<file path="src/rtl/n1_seq_ctrl.sv">
// Fetch/execute sequencer for the n1 core: owns PC, accumulator r0 and the
// single RAM port, which it time-shares with a host loader at instruction boundaries.
`timescale 1ns/1ps

module n1_seq_ctrl #(
    parameter int ADDR_W = 5,
    parameter int DATA_W = 8
) (
    input  logic              clk,
    input  logic              rst,
    input  logic              run,
    input  logic              resume,
    input  logic              host_req,
    input  logic              host_we,
    input  logic [ADDR_W-1:0] host_addr,
    input  logic [DATA_W-1:0] host_wdata,
    output logic              host_ack,
    output logic [DATA_W-1:0] host_rdata,
    output logic              ram_en,
    output logic              ram_we,
    output logic [ADDR_W-1:0] ram_addr,
    output logic [DATA_W-1:0] ram_wdata,
    input  logic [DATA_W-1:0] ram_rdata,
    output logic [ADDR_W-1:0] pc,
    output logic [DATA_W-1:0] acc,
    output logic              halted,
    output logic              busy
);

    localparam int OPC_LSB = DATA_W - 3;

    localparam logic [2:0] OP_LOAD  = 3'b000;
    localparam logic [2:0] OP_STORE = 3'b100;
    localparam logic [2:0] OP_JMP   = 3'b010;
    localparam logic [2:0] OP_HALT  = 3'b111;

    typedef enum logic [2:0] {
        S_IDLE,
        S_FETCH,
        S_DECODE,
        S_EXEC,
        S_WB,
        S_HOST,
        S_HACK,
        S_HALT
    } state_t;

    state_t              state_q, state_d;
    logic [ADDR_W-1:0]   pc_q, pc_d;
    logic [DATA_W-1:0]   acc_q, acc_d;
    logic [DATA_W-1:0]   inst_q, inst_d;
    logic                halted_q, halted_d;
    logic                hwe_q, hwe_d;
    logic [ADDR_W-1:0]   haddr_q, haddr_d;
    logic [DATA_W-1:0]   hwdata_q, hwdata_d;

    logic [2:0]          opcode;
    logic [ADDR_W-1:0]   inst_addr;
    state_t              boundary_next;

    assign opcode    = inst_q[DATA_W-1:OPC_LSB];
    assign inst_addr = inst_q[ADDR_W-1:0];

    // Host has priority so a loader can never be starved by a running program.
    always_comb begin
        if (host_req) begin
            boundary_next = S_HOST;
        end else if (halted_q) begin
            boundary_next = S_HALT;
        end else if (run) begin
            boundary_next = S_FETCH;
        end else begin
            boundary_next = S_IDLE;
        end
    end

    always_ff @(posedge clk or posedge rst) begin
        if (rst) begin
            state_q  <= S_IDLE;
            pc_q     <= '0;
            acc_q    <= '0;
            inst_q   <= '0;
            halted_q <= 1'b0;
            hwe_q    <= 1'b0;
            haddr_q  <= '0;
            hwdata_q <= '0;
        end else begin
            state_q  <= state_d;
            pc_q     <= pc_d;
            acc_q    <= acc_d;
            inst_q   <= inst_d;
            halted_q <= halted_d;
            hwe_q    <= hwe_d;
            haddr_q  <= haddr_d;
            hwdata_q <= hwdata_d;
        end
    end

    always_comb begin
        state_d  = state_q;
        pc_d     = pc_q;
        acc_d    = acc_q;
        inst_d   = inst_q;
        halted_d = halted_q;
        hwe_d    = hwe_q;
        haddr_d  = haddr_q;
        hwdata_d = hwdata_q;

        case (state_q)
            S_IDLE: begin
                state_d = boundary_next;
            end
            S_FETCH: begin
                state_d = S_DECODE;
            end
            S_DECODE: begin
                inst_d  = ram_rdata;
                pc_d    = pc_q + ADDR_W'(1);
                state_d = S_EXEC;
            end
            S_EXEC: begin
                case (opcode)
                    OP_LOAD:  state_d = S_WB;
                    OP_JMP: begin
                        pc_d    = inst_addr;
                        state_d = boundary_next;
                    end
                    OP_HALT: begin
                        halted_d = 1'b1;
                        state_d  = S_HALT;
                    end
                    default:  state_d = boundary_next;
                endcase
            end
            S_WB: begin
                acc_d   = ram_rdata;
                state_d = boundary_next;
            end
            S_HOST: begin
                state_d = S_HACK;
            end
            S_HACK: begin
                state_d = boundary_next;
            end
            S_HALT: begin
                // A simultaneous resume is dropped when the host wins this cycle.
                if (host_req) begin
                    state_d = S_HOST;
                end else if (resume) begin
                    halted_d = 1'b0;
                    state_d  = S_IDLE;
                end
            end
            default: begin
                state_d = S_IDLE;
            end
        endcase

        // Latch the host request when it is granted so the HOST cycle is a pure
        // function of registered state.
        if (state_d == S_HOST) begin
            hwe_d    = host_we;
            haddr_d  = host_addr;
            hwdata_d = host_wdata;
        end
    end

    always_comb begin
        ram_en     = 1'b0;
        ram_we     = 1'b0;
        ram_addr   = '0;
        ram_wdata  = '0;
        host_ack   = 1'b0;
        host_rdata = '0;

        case (state_q)
            S_FETCH: begin
                ram_en   = 1'b1;
                ram_addr = pc_q;
            end
            S_EXEC: begin
                if (opcode == OP_LOAD) begin
                    ram_en   = 1'b1;
                    ram_addr = inst_addr;
                end else if (opcode == OP_STORE) begin
                    ram_en    = 1'b1;
                    ram_we    = 1'b1;
                    ram_addr  = inst_addr;
                    ram_wdata = acc_q;
                end
            end
            S_HOST: begin
                ram_en    = 1'b1;
                ram_we    = hwe_q;
                ram_addr  = haddr_q;
                ram_wdata = hwdata_q;
            end
            S_HACK: begin
                host_ack   = 1'b1;
                host_rdata = ram_rdata;
            end
            default: begin
            end
        endcase
    end

    assign pc     = pc_q;
    assign acc    = acc_q;
    assign halted = halted_q;
    assign busy   = (state_q != S_IDLE) && (state_q != S_HALT);

endmodule

</file>
<file path="config.mk">
export PLATFORM = sky130hd
export DESIGN_NAME = n1_seq_ctrl
export DESIGN_NICKNAME = d
export VERILOG_FILES = /design/src/rtl/n1_seq_ctrl.sv
export SDC_FILE = /design/constraint.sdc
export NUM_CORES = 1
export LEC_CHECK = 0
export CAP_MARGIN = 20
export CORE_MARGIN = 5
export CORE_UTILIZATION = 45
export CTS_CLUSTER_DIAMETER = 80
export DETAILED_ROUTE_END_ITERATION = 8
export HOLD_SLACK_MARGIN = 0.03
export PLACE_DENSITY = 0.75
export SYNTH_ARGS = -nofsm -noshare
export SYNTH_HDL_FRONTEND = slang
export SYNTH_SLANG_ARGS = --single-unit
export TNS_END_PERCENT = 10
</file>
<file path="constraint.sdc">
create_clock -name clk -period 5.11 [get_ports clk]
set_input_delay 1.022 -clock clk [delete_from_list [all_inputs] [get_ports clk]]
set_output_delay 1.022 -clock clk [all_outputs]
set_load 0.01 [all_outputs]
</file>
# After elaboration in Yosys (flattened, before gate mapping)
# Index checks and enable logic that the tools add are counted.
totals:
  elab_cells: 61
  latch_bits: 0
  mem_bits_rw: 0
  regBits: 39
  output_inout_bits: 39
  rom_bits: 0
  memories: 0
  in_bits: 27
op_classes:
  add_sub_neg: 1
  multipliers: 0
  muxes: 26
  reduce_logical: 10
  shift: 0
  div_mod_pow: 0
  magnitude_cmp: 0
  bitwise: 0
  n_eq_ne: 16
ops:
  columns: ["cell", "count"]
  rows:
  - ["two-way mux 8 bit", 3]
  - ["== test 3 bit, second input constant", 7]
  - ["case mux 3 bit (6 select lines)", 1]
  - ["case mux 8 bit (2 select lines)", 1]
  - ["two-way mux 5 bit", 3]
  - ["case mux 5 bit (3 select lines)", 1]
  - ["two-way mux 3 bit", 4]
  - ["case mux 5 bit (2 select lines)", 1]
  - ["== test 3 x 2 -> 1 bit, second input constant", 3]
  - ["two-way mux 1 bit", 8]
  - ["zero test 3 bit", 2]
  - ["!= test 2 bit, second input constant", 3]
  - ["case mux 1 bit (2 select lines)", 3]
  - ["case mux 3 bit (2 select lines)", 1]
  - ["adder 5 x 1 -> 5 bit, second input constant", 1]
  - ["AND reduction 4 bit", 1]
  - ["nonzero test 2 bit", 2]
  - ["== test 3 x 1 -> 1 bit, second input constant", 1]
  - ["!= test 3 bit, second input constant", 1]
  - ["nonzero test 3 bit", 1]
  - ["OR reduction 3 bit", 1]
  - ["!= test 2 x 1 -> 1 bit, second input constant", 1]
  - ["AND reduction 2 bit", 1]
  - ["OR reduction 2 bit", 1]
  - ["logical AND 1 bit", 1]

# Depth between registers and ports, before layout
# Gate-level depths: netlist of the first run.
logic_depth:
  ltp_word: 6
  depth_mapped: 7
  mapped_depth_nobuf: 5

# Least setup slack after synthesis of the first run
# OpenSTA, ideal clock, no wires.
synth_timing:
  path_type: "register -> output"
  start: "register inst_q[6]"
  end: "output ram_wdata[0]"
  path_buffers: 1
  stages_incl_launch_ff: 6
  required_ns: 4.088
  arrival_ns: 1.538
  setup_slack_ns: 2.550
  cell_sequence: "dfrtp_1 -> or2_2 -> nor2_1 -> and2_1 -> clkbuf_1 -> a22o_1"
synth_between:
  elab_chain_cells: 4
  elab_cells_between_ends: 5
  classes_between: "1 x eq/ne; 3 x mux; 1 x reduce/logical"
synth_lines:
  columns: ["element", "line_no", "text"]
  rows:
  - ["start: declaration", "51", "logic [DATA_W-1:0] inst_q, inst_d;"]
  - ["start signal: assignment", "91", "inst_q <= inst_d;"]
  - ["== test 3 bit", "185", "end else if (opcode == OP_STORE) begin"]
  - ["two-way mux 8 bit", "185", null]
  - ["two-way mux 8 bit (*)", "182", "if (opcode == OP_LOAD) begin"]
  - ["case mux 8 bit (2 select lines) (*)", "176", "case (state_q)"]
  - ["end: declaration", "22", "output logic [DATA_W-1:0] ram_wdata,"]
# Mark *: on every way between the ends. The rest lies on a longest branch, timed or not.

# Final worst setup path of the first run
layout_timing:
  start: "register state_q[2]"
  end: "output ram_wdata[0]"
layout_between:
  elab_chain_cells: 2
  elab_cells_between_ends: 3
  classes_between: "2 x eq/ne; 1 x mux"
layout_lines:
  columns: ["element", "line_no", "text"]
  rows:
  - ["start: declaration", "48", "state_t state_q, state_d;"]
  - ["start signal: assignment", "88", "state_q <= state_d;"]
  - ["== test 3 bit or == test 3 x 2 -> 1 bit (tied branches)", "176", null]
  - ["case mux 8 bit (2 select lines) (*)", "176", null]
# Marks and branches as above.

==> results of run 1 <==
## registers in the layout (all words and copies together) (netlist names)
name      flops
halted        1
pc            5
haddr_q       5
acc           8
state_q       3
inst_q        8
hwe_q         1
hwdata_q      8
## report_power, final
| group | total, W | leakage [nW] | internal [W] | switching, W |
|---|---|---|---|---|
| sequential | 0.000648 | 0.461 | 0.000468 | 0.000181 |
| clock | 0.000263 | 0.0612 | 0.000158 | 0.000105 |
| combinational | 0.000950 | 0.747 | 0.000564 | 0.000386 |
| total | 0.00186 | 1.27 | 0.00119 | 0.000672 |
## synth_stat cells
master | number | area share (%)
a21oi_1 | 9 | 2.1
mux2_1 | 3 | 1.6
and2b_1 | 2 | 0.70
and2_1 | 10 | 2.9
nor2_1 | 6 | 1.0
nand3_1 | 5 | 1.2
buf_2 | 1 | 0.23
mux2_2 | 17 | 8.9
nand2_1 | 12 | 2.1
or2b_1 | 1 | 0.35
buf_6 | 3 | 1.6
o21ba_1 | 1 | 0.47
and3_1 | 3 | 0.87
a211oi_4 | 1 | 0.93
a31oi_1 | 2 | 0.58
and3b_1 | 1 | 0.41
o21bai_1 | 1 | 0.35
o41ai_2 | 1 | 0.76
o21ai_0 | 16 | 3.7
or2_2 | 2 | 0.58
nand2b_1 | 2 | 0.58
inv_1 | 4 | 0.70
clkbuf_1 | 4 | 0.70
o32ai_2 | 1 | 0.76
a21o_1 | 1 | 0.35
nand3b_4 | 1 | 0.93
nor3b_2 | 1 | 0.58
or3_1 | 1 | 0.29
o21ai_1 | 1 | 0.23
ha_1 | 1 | 0.58
nor3_1 | 2 | 0.47
mux2i_1 | 6 | 2.8
or3b_2 | 1 | 0.41
dfrtp_1 | 39 | 45
buf_12 | 1 | 0.93
o21ai_2 | 1 | 0.41
nor2b_1 | 3 | 0.87
and4b_1 | 1 | 0.47
nand2_2 | 1 | 0.29
a21oi_2 | 2 | 0.81
mux2_4 | 10 | 7.0
a22o_1 | 8 | 3.3
## placed cells by master (no fill, tap or decap), types with 2 or more instances in the layout
master | netlist | routed
and2_1 | 10 | 10
nand2_1 | 12 | 12
o21ai_0 | 16 | 16
nand3_1 | 5 | 5
nand2b_1 | 2 | 2
and2b_1 | 2 | 2
a22o_1 | 8 | 8
mux2_4 | 10 | 10
mux2_2 | 17 | 17
and3_1 | 3 | 3
or2_2 | 2 | 2
nor2_1 | 6 | 6
a21oi_1 | 9 | 9
mux2_1 | 3 | 3
dfrtp_1 | 39 | 39
inv_1 | 4 | 4
a21oi_2 | 2 | 2
clkdlybuf4s50_1 | 0 | 65
clkbuf_8 | 0 | 6
nor3_1 | 2 | 2
a31oi_1 | 2 | 2
nor2b_1 | 3 | 3
mux2i_1 | 6 | 6
## metrics by stage
stage,hold WS [ns],instance area (um^2),utilization (%)
2_1_floorplan,0.458,2150,-
3_3_place_gp,0.470,2800,59.8
3_5_place_dp,0.485,2800,59.8
4_1_cts,0.502,2920,62.3
5_1_grt,0.527,2920,62.3
6_report,0.493,2920,62.3
## area by class of cell
class / count / area share (%)
clock inverters: 2 / 1.20
multi-input cells: 137 / 37.2
repair buffers: 66 / 22.5
clock buffers: 6 / 2.83
inverters: 4 / 0.514
well taps: 54 / 2.31
flip-flops and latches: 39 / 33.4
## routing by layer
layer	up-vias	global-route usage [%]	routed length, um
li1	801	-	-
met1	805	22.2	2290
met2	52	28.1	2370
met3	6	4.20	340
met4	0	5.15	51
met5	-	0	0
## cells by family after synthesis
logic type | Yosys count | share of synthesized area (%)
AOI/OAI and AO/OA | 45 | 14.7
muxes | 36 | 20.2
buffers and inverters | 13 | 4.13
and+or+nand+nor | 55 | 15.0
DFF | 39 | 45.3
adders and majority gates | 1 | 0.581
## worst paths after layout
path / end / cells after the start
worst max-delay path: ram_wdata[0] / 5
worst min-delay path: hwe_q$_DFFE_PP0N_ / 1
worst max register to register: haddr_q[3]$_DFFE_PP0N_ / 5
worst min register to register: hwe_q$_DFFE_PP0N_ / 1
max in group asynchronous: pc[2]$_DFFE_PP0P_ / 3
min in group asynchronous: hwe_q$_DFFE_PP0N_ / 3
## critical path, delay by kind of cell (launching register included)
family / cells / cell delay (ns)
buf+inv: 1 / 0.53
flops: 1 / 0.62
simple gates: 3 / 1.17
compound gates: 1 / 0.20
==> metrics.yaml, run 1 <==
ys_seq_area_share_pct: 45.3
slowest_stage: "dfrtp_1"
grt_overflow_total: 0
skew_ns: 0.00400
cts_tree: "built"
drt_iter0_markers: 132
drc: 0
worstPathMaxFanout: 18
coreArea_mm2: 0.00469
grt_pass1_vias: 1709
drtPass1Iterations: 4
hold_buffers: 0
synth_area_mm2: 0.00215
slew_violations: 0
slew_headroom_pct: 30.8
dp.cells: 300
crit_chain: "nand3b_4 -> nor2_1 -> and2_1 -> a22o_1 -> clkdlybuf4s50_1"
postRouteAntennaNets: 0
rows: 25
syn_to_final_growth_pct: 35.8
p_total_w: 0.00186
cts_setup_buffers: 0
min_from: "hwe_q$_DFFE_PP0N_"
setup_slack_ns: 1.27
die_area_mm2: 0.00627
max_freq_ghz: 0.260
r2r_start: "state_q[2]$_DFF_PP0_"
crit_path_end_kind: "output pin"
die_w_um: 79.2
hold_class: "reg -> reg"
ys_seq_elements: 39
synthCells: 189
path_clk_slew_ns: 0.07
max_stage_delay_ns: 0.62
ys_warn_count: 0
outcome: "completed"
gp_congestion: 0.842
start_util_pct: 45.9
port_buffers: 65
hold_viol_final: 0
period_minus_slack_ns: 3.84
cp.arrival_ns: 2.82
multiInputGateArea_mm2: 0.00109
finalSetupViolations: 0
worstPathRequired_ns: 4.09
vias: 1664
power.leakage_nw: 1.27
n_fill_cell: 382
grt_pass1_wl_um: 8350
dp_worst_setup_slack_ns: 1.47
drive_gt1_share_pct: 18.9
drv_cap: 0
fin_crit_sh_pct: 75.2
diodes: 0
synth_area_per_cell_um2: 11.4
clk_latency_ns: 0.29
r2r_slack_ns: 2.32
synth_nets: 217
ff_latch_area_um2: 976
clock_path_buffers: 2
startpoint: "state_q[2]$_DFF_PP0_"
vdd_ir_drop_max_uv: 286
die_y_um: 79.2
timing.setup.tns_ns: 0
cts.sinks: 39
htreeDepth: 2
final_nets: 281
routedWlPerCell_um: 16.4
cts_resized: 0
wl_um: 5050
power_density_mw_per_mm2: 637
grt_max_degree: 40
cts_root_buf: "clkbuf_8"
via_per_inst: 5.40
rsz0062_at_grt: "false"
worstSetupPathType: "reg -> out"
start_kind: "flip-flop"
stdcell_count: 308
synth.distinct_cells: 42
numCtsBuffers: 5
worstMarginPinSlew_ns: 1.03
boundaryPins: 66
dpl.hpwl_um: 3650
antenna_found_initial: 0
grt_usage_pct: 17.1
(Power assumes the default switching activity.)
==> inputs of run 2 (changes only) <==
Clock period 5.11 ns to 3.75 ns, I/O delays scaled along.
==> metrics.yaml, run 2 (synthesis gave the netlist of run 1 again) <==
worstMarginPinSlew_ns: 0.688
numCtsBuffers: 5
start_kind: "flip-flop"
die_w_um: 79.2
cts_root_buf: "clkbuf_8"
rsz0062_at_grt: "false"
n_fill_cell: 402
drc: 0
drv_cap: 0
crit_path_end_kind: "output pin"
htreeDepth: 2
grt.busiest_layer: "met2"
crit_chain: "nand3b_4 -> nor2_1 -> and2_1 -> a22o_1 -> clkdlybuf4s50_1"
setup_slack_ns: 0.325
drt_iter0_markers: 77
gp_congestion: 0.848
slew_violations: 0
grt_pass1_wl_um: 8420
dp_worst_setup_slack_ns: 0.650
cts_resized: 0
max_freq_ghz: 0.292
max_stage_delay_ns: 0.60
start_util_pct: 45.9
worstSetupPathType: "reg -> out"
grt_pass1_vias: 1739
drtPass1Iterations: 4
finalSetupViolations: 0
power.leakage_nw: 1.27
final_nets: 285
place_area_mm2: 0.00283
switching_power_w: 0.000915
coreArea_mm2: 0.00469
grtUsageMet1_pct: 22.5
pwr-share-seq_pct: 33.8
final_common_cell: "clkdlybuf4s50_1"
slowest_stage: "dfrtp_1"
p_comb_share_pct: 55.2
cts_setup_buffers: 0
drive_gt1_share_pct: 19.8
hold_viol_final: 0
path_clk_slew_ns: 0.08
final_cell_mix: "clkdlybuf4s50_1, dfrtp_1, mux2_2, o21ai_0, nand2_1"
grt_max_degree: 40
grt_usage_pct: 17.2
wl_um: 4940
sw_frac_of_total_pct: 37.0
power_density_mw_per_mm2: 849
port_buffers: 65
fin_crit_sh_pct: 91.3
final_area_mm2: 0.00292
syn_to_final_growth_pct: 35.5
clk_latency_ns: 0.29
slew_headroom_pct: 53.9
worstPathRequired_ns: 3.00
timing.setup.tns_ns: 0
period_minus_slack_ns: 3.43
boundaryPins: 66
die_y_um: 79.2
outcome: "completed"
die_area_mm2: 0.00627
routedWlPerCell_um: 15.9
cp.arrival_ns: 2.68
hold_class: "reg -> reg"
stdcell_count: 311
dpl.hpwl_um: 3650
via_per_inst: 5.35
met2_usage_pct: 27.8
skew_ns: 0.00890
grt_overflow_total: 0
vias: 1663
cts_tree: "built"
dp.cells: 304
diodes: 0
cts.sinks: 39
clock_path_buffers: 2
worstPathMaxFanout: 17
clockPowerShare_pct: 11.0
cell_internal_pwr_w: 0.00156
met3_usage_pct: 4.99
vdd_ir_drop_max_uv: 433
rows: 25
postRouteAntennaNets: 0
hold_buffers: 0
antenna_found_initial: 0
[run 2: cell count changes in the layout (fill, tap and decap cells not counted)]
cell | previous run | this run
clkinv_4 | 0 | 1
bufinv_16 | 1 | 0
clkbuf_8 | 6 | 5
buf_4 | 1 | 5
[run 2: stage by stage]
| stage | utilization (%) | total power [W] | hold slack [ns] |
|---|---|---|---|
| 5_1_grt | 62.2 | 0.00266 | 0.524 |
| 4_1_cts | 62.2 | 0.00250 | 0.494 |
| 3_5_place_dp | 60.4 | 0.00222 | 0.476 |
| 3_3_place_gp | 60.4 | 0.00219 | 0.471 |
| 6_report | 62.2 | 0.00248 | 0.490 |
| 2_1_floorplan | - | 0.00170 | 0.458 |
[run 2: final timing paths]
kind / startpoint / endpoint / slack (ns) / cells past startpoint
worst max-delay path: state_q[1]$_DFF_PP0_ / ram_wdata[4] / 0.32 / 5
worst min-delay path: hwdata_q[7]$_DFFE_PP0N_ / hwdata_q[7]$_DFFE_PP0N_ / 0.49 / 1
worst max register to register: state_q[1]$_DFF_PP0_ / haddr_q[3]$_DFFE_PP0N_ / 1.58 / 6
worst min register to register: hwdata_q[7]$_DFFE_PP0N_ / hwdata_q[7]$_DFFE_PP0N_ / 0.49 / 1
max in group asynchronous: rst / haddr_q[4]$_DFFE_PP0N_ / 2.55 / 3
min in group asynchronous: rst / hwe_q$_DFFE_PP0N_ / 0.86 / 3
[run 2: power groups by stage]
stage	logic [W]	clock network (W)	registers (W)
6_report	0.00137	0.000273	0.000836
5_1_grt	0.00150	0.000293	0.000872
4_1_cts	0.00138	0.000278	0.000836
3_5_place_dp	0.00138	0	0.000839
3_3_place_gp	0.00136	0	0.000836
2_1_floorplan	0.000878	0	0.000823
[run 2: cell type report]
type	instances	area [um^2]	area share (%)
well taps	54	67.6	2.32
repair buffers	70	688	23.6
clock inverters	2	13.8	0.472
inverters	4	15.0	0.515
flip-flops and latches	39	976	33.5
multi-input cells	137	1090	37.3
clock buffers	5	68.8	2.36
[run 2: worst max-delay path: cells and delay by family, from the launching register on]
| kind | cells | cell delay (ns) |
|---|---|---|
| AOI/OAI and AO/OA | 1 | 0.20 |
| buffers and inverters | 1 | 0.53 |
| DFF | 1 | 0.60 |
| and+or+nand+nor | 3 | 1.04 |
[run 2: routing by layer]
metal	vias up	wire length (um)
met3	7	321
met5	-	0
li1	811	-
met2	48	2270
met4	0	59
met1	797	2290
==> patch 1: new RTL, flow settings as in run 2 <==
Encoding of `state_t`: now one-hot (8 bits for 8 states).
--- a/src/rtl/n1_seq_ctrl.sv
+++ b/src/rtl/n1_seq_ctrl.sv
@@ -35,13 +35,13 @@
     localparam logic [2:0] OP_HALT  = 3'b111;
 
-    typedef enum logic [2:0] {
-        S_IDLE,
-        S_FETCH,
-        S_DECODE,
-        S_EXEC,
-        S_WB,
-        S_HOST,
-        S_HACK,
-        S_HALT
+    typedef enum logic [7:0] {
+        S_IDLE   = 8'b00000001,
+        S_FETCH  = 8'b00000010,
+        S_DECODE = 8'b00000100,
+        S_EXEC   = 8'b00001000,
+        S_WB     = 8'b00010000,
+        S_HOST   = 8'b00100000,
+        S_HACK   = 8'b01000000,
+        S_HALT   = 8'b10000000
     } state_t;
 
Formal check against the unedited RTL: same outputs for any inputs over 10 cycles, from zero or initial values and one cycle with rst high; not proved beyond that.
==> patch 1 against run 2 <==
Critical path depth is the same. Cell area increased by 27%. Setup slack lost 220 ps. Clock power up 38%. Sequential power shrank 3.2%. Sequential cell count grew 5. Total power shrank 9.4%. Global-route usage up 2.6 points. Clock skew increased by 4.4 ps. Synthesized area grew 38%. Routed wire length rose by 65%. First-iteration DRC count rose by 100%. Register-to-register slack worse by 350 ps. Critical endpoint is now ram_addr[2].
==> patch 1: results (changes against run 2) <==
Flops & latches, synth: 44 (+13%)
Number of nets produced by synthesis: 334 (+54%)
Run status: complete, no violations
Total number of vias: 2641 (+59%)
Met3 capacity usage during global routing: 3.72% (-1.3 points)
Total of fill cells in the finished design: 550 (+37%)
Worst setup slack for register-to-register paths: 1230 ps (-350 ps)
Worst Hold Launch: acc[7]
Post-synthesis sequential area ratio: 37.1% (-8.3 points)
Area occupied by multi-input gates: 1620 sq um (+49%)
XOR/XNOR share of the synthesized area: 0.884% (+0.88 points)
Via/cell ratio: 6.13 (+15%)
Met2 usage in global routing: 31.7% (+4.0 points)
Met1 GRT Util: 26.6% (+4.1 points)
Met3 Wirelength: 279 um (-13%)
Number of distinct library cells after synthesis: 56 (+33%)
Mapped Cells: 306 (+62%)
Multi-Input Combinational: 212 (+55%)
GPL Wtd Cong: 0.897 (+5.8%)
Leading post-synthesis cells by cell area: sky130_fd_sc_hd__dfrtp_1, sky130_fd_sc_hd__o32ai_2, sky130_fd_sc_hd__mux2_2, sky130_fd_sc_hd__a22o_1, sky130_fd_sc_hd__o211ai_1
Last element of the critical path: ram_addr[2]
Max rail drop VDD: 0.000277 V (-36%)
M1 WL: 3.70 mm (+62%)
Fraction of standard cell area that is sequential: 29.8% (-3.6 points)
CP peak stage delay: 760 ps (+160 ps)
Post-Route WL: 8.16 mm (+65%)
HPWL after detailed placement: 5.78 mm (+58%)
Launch point of the worst path: state_q[7]
Routed length on met2: 3.96 mm (+74%)
Max FO, Critical Path: 14 (-3)
Layout cells sized above 1: 15.0% (-4.9 points)
Skew final: 13.3 ps (+4.41 ps)
Fraction of area in clock buffers and inverters: 3.15% (+0.32 points)
Slack of the critical path: 103 ps (-222 ps)
GRT Total Usage: 19.8% (+2.6 points)
Wire length of the first global-routing pass: 13.5 mm (+61%)
Inverters: 20 (+16)
Area fraction in compound gates after synthesis: 26.8% (+12 points)
Sink of the worst hold path: acc[7]
-- patch 1: cell count changes after synthesis, sizes merged, moves of 11 or more --
cell	before	now
inv	4	20
or4	0	16
o211ai	0	15
a31oi	2	16
o32ai	1	14
buf	5	16
-- patch 1: repair_timing --
| action | CTS | global route |
|---|---|---|
| hold endpoints to repair | 0 | 0 |
| gates resized for setup | 0 | 0 |
| endpoints found under the setup margin | 0 | 3 |
-- patch 1: stage by stage --
stage	hold WS, ps	instance area, sq um	total power [uW]
2_1_floorplan	499	2970	1530
3_3_place_gp	520	3580	1830
3_5_place_dp	532	3580	1870
4_1_cts	553	3690	2250
5_1_grt	574	3690	2400
6_report	550	3690	2240
-- patch 1: power breakdown --
part	total (uW)	internal (uW)	switching, uW	leakage, uW
combinational	1060	507	551	0.000957
sequential	809	624	185	0.000529
clock	376	201	175	0.0000583
total	2240	1330	911	0.00154
==> patch 2: new RTL, config.mk and constraints of run 2 <==
Made on the original files. Set the parameter `ADDR_W` to 4 (it was 5).
--- a/src/rtl/n1_seq_ctrl.sv
+++ b/src/rtl/n1_seq_ctrl.sv
@@ -4,5 +4,5 @@
 
 module n1_seq_ctrl #(
-    parameter int ADDR_W = 5,
+    parameter int ADDR_W = 4,
     parameter int DATA_W = 8
 ) (
Interface: changed (resized host_addr, pc and ram_addr); port bits go from 66 to 63. The function was not compared with the original's and may differ.
==> patch 2 against run 2 <==
Synthesized area down 7.8%. Count of clock-buffer cells in the layout up 2. Total power down 4.1%. Sequential cell count down 3. Clock skew down 2.3 ps. Synthesized cell count down 9.0%. Combinational power down 7%. Fmax up 3.8%. Cell area down 6.0%. Routed wire length down 0.51%. Setup slack better by 130 ps. Via count down 4.9%.
==> patch 2: results (changes against run 2) <==
Cell leakage power: 0.00116 uW (-8.4%)
Max rail drop VDD: 0.000432 V (-0.35%)
Standard cell with the maximum stage delay on the critical path: sky130_fd_sc_hd__dfrtp_1
Ant. Diodes: 0 (unchanged)
Total of cells resized after clock tree synthesis: 0 (unchanged)
Max FO, Critical Path: 16 (-1)
Skew final: 6.61 ps (-2.29 ps)
Leading post-synthesis cells by cell area: sky130_fd_sc_hd__dfrtp_1, sky130_fd_sc_hd__mux2_2, sky130_fd_sc_hd__mux2_4, sky130_fd_sc_hd__a22o_1, sky130_fd_sc_hd__and2_1
Post-synthesis sequential area ratio: 45.4% (+0.077 points)
Launch point of the worst path: state_q[0]
Post-synth top cells: sky130_fd_sc_hd__dfrtp_1, sky130_fd_sc_hd__mux2_2, sky130_fd_sc_hd__a21oi_1, sky130_fd_sc_hd__and2_1, sky130_fd_sc_hd__nand2_1
Maximum number of pins on one net before global-route repair: 19 (-53%)
Wire length of the first global-routing pass: 8.17 mm (-3.0%)
GPL Wtd Cong: 0.790 (-6.9%)
Worst min-delay path category: flip-flop to flip-flop
Number of antenna violations at the first check in global routing: 0 (unchanged)
Clock buffer count from CTS: 5 (unchanged)
Number of nets produced by synthesis: 199 (-8.3%)
Warning count from the yosys run: 0 (unchanged)
Clock transition time at the flip-flop clock pins of the worst setup and hold paths: 70 ps
CTS max path bufs: 2 (unchanged)
Post-CTS setup-driven buffer insertion count: 0 (unchanged)
Worst Hold Launch: hwe_q
Wire length per cell after detailed routing: 16.9 um (+6.7%)
HPWL after detailed placement: 3.58 mm (-1.9%)
Ys async rst share: 100% (unchanged)
Run status: complete, no violations
Root buffer cell: sky130_fd_sc_hd__clkbuf_8
Worst relative slew slack: 52.3% (-1.6 points)
Via/cell ratio: 5.46 (+2.0%)
Number of distinct library cells after synthesis: 41 (-2.4%)
CP peak stage delay: 610 ps
Port Buf Inserts: 62 (-4.6%)
Length of the first detailed-routing pass in iterations: 4 (unchanged)
Initial DRC count: 71 (-7.8%)
Clock insertion delay at the later pin of the skew report: 290 ps (about the same)
H-tree depth reported by CTS: 2 (unchanged)
GRT Total Usage: 17.2% (-0.026 points)
Vias in the first global route: 1614 (-7.2%)
Synthesized area per cell: 11.5 sq um (+1.3%)
Final #Nets: 265 (-7.0%)
Layout cells sized above 1: 19.7% (-0.096 points)
Total of fill cells in the finished design: 350 (-13%)
-- patch 2: cell types whose count changed in the layout (fill, tap and decap cells not counted), sizes merged, moves of 2 or more --
| cell | before | now |
|---|---|---|
| dfrtp | 39 | 36 |
| mux2 | 30 | 28 |
| clkdlybuf4s50 | 65 | 62 |
| nand2 | 13 | 11 |
| clkbuf | 5 | 7 |
| nor2 | 6 | 8 |
| clkinv | 2 | 0 |
| nand2b | 2 | 5 |
| o21ai | 18 | 11 |
| inv | 4 | 1 |
| nand3 | 5 | 3 |
-- patch 2: logic make-up after synthesis --
family	count (synthesis)	synth area share, %
flops	36	45.4
fa+ha+maj	1	0.631
compound gates	39	15.1
mux	33	20.3
simple gates	53	15.0
buf+inv	10	3.60
-- patch 2: area by class of cell --
class,instances,area (sq um),share of cell area (%)
multi-input combinational,126,1010,36.9
sequential,36,901,32.8
timing repair buffer,68,666,24.3
tap,52,65.1,2.37
clock buffer,7,96.3,3.51
inverter,1,3.75,0.137
-- patch 2: where the power goes --
group	total, uW	internal (uW)	switching, uW
logic	1280	758	517
registers	799	591	208
clock network	299	164	135
total	2370	1510	860
-- patch 2: path summary, 6_finish.rpt --
| kind | end | slack, ps | depth (start not counted) |
|---|---|---|---|
| hold reg to reg | hwe_q | 490 | 1 |
| setup reg to reg | haddr_q[3] | 1450 | 7 |
| hold / removal | hwe_q | 490 | 1 |
| max in group asynchronous | acc[7] | 2240 | 3 |
| min in group asynchronous | acc[0] | 880 | 2 |
| setup / recovery | ram_wdata[2] | 450 | 6 |
-- patch 2: per-layer routing --
layer | vias to the layer above | GRT usage (%) | wire length (um)
met2 | 50 | 26.5 | 2370
met5 | - | 0 | 0
met3 | 4 | 4.02 | 241
met4 | 0 | 5.94 | 42
li1 | 756 | - | -
met1 | 772 | 23.7 | 2260
-- patch 2: per-stage QoR --
stage	utilization, %	worst slack [ps]	std cells	instance area [sq um]	power (uW)
final	63.4	451	290	2740	2370
after global routing	63.4	325	290	2740	2530
after CTS	63.4	443	290	2740	2390
after detailed placement	61.2	787	283	2650	2080
after global placement	61.2	818	283	2650	2070
after floorplan	-	1320	172	1980	1590
-- patch 2: worst max-delay path, delay by kind of cell, from the launching register on --
family	cells	cell delay [ps]
AND/OR/NAND/NOR	3	750
buffers and inverters	2	700
AO/OA/AOI/OAI	1	200
flip-flops	1	610
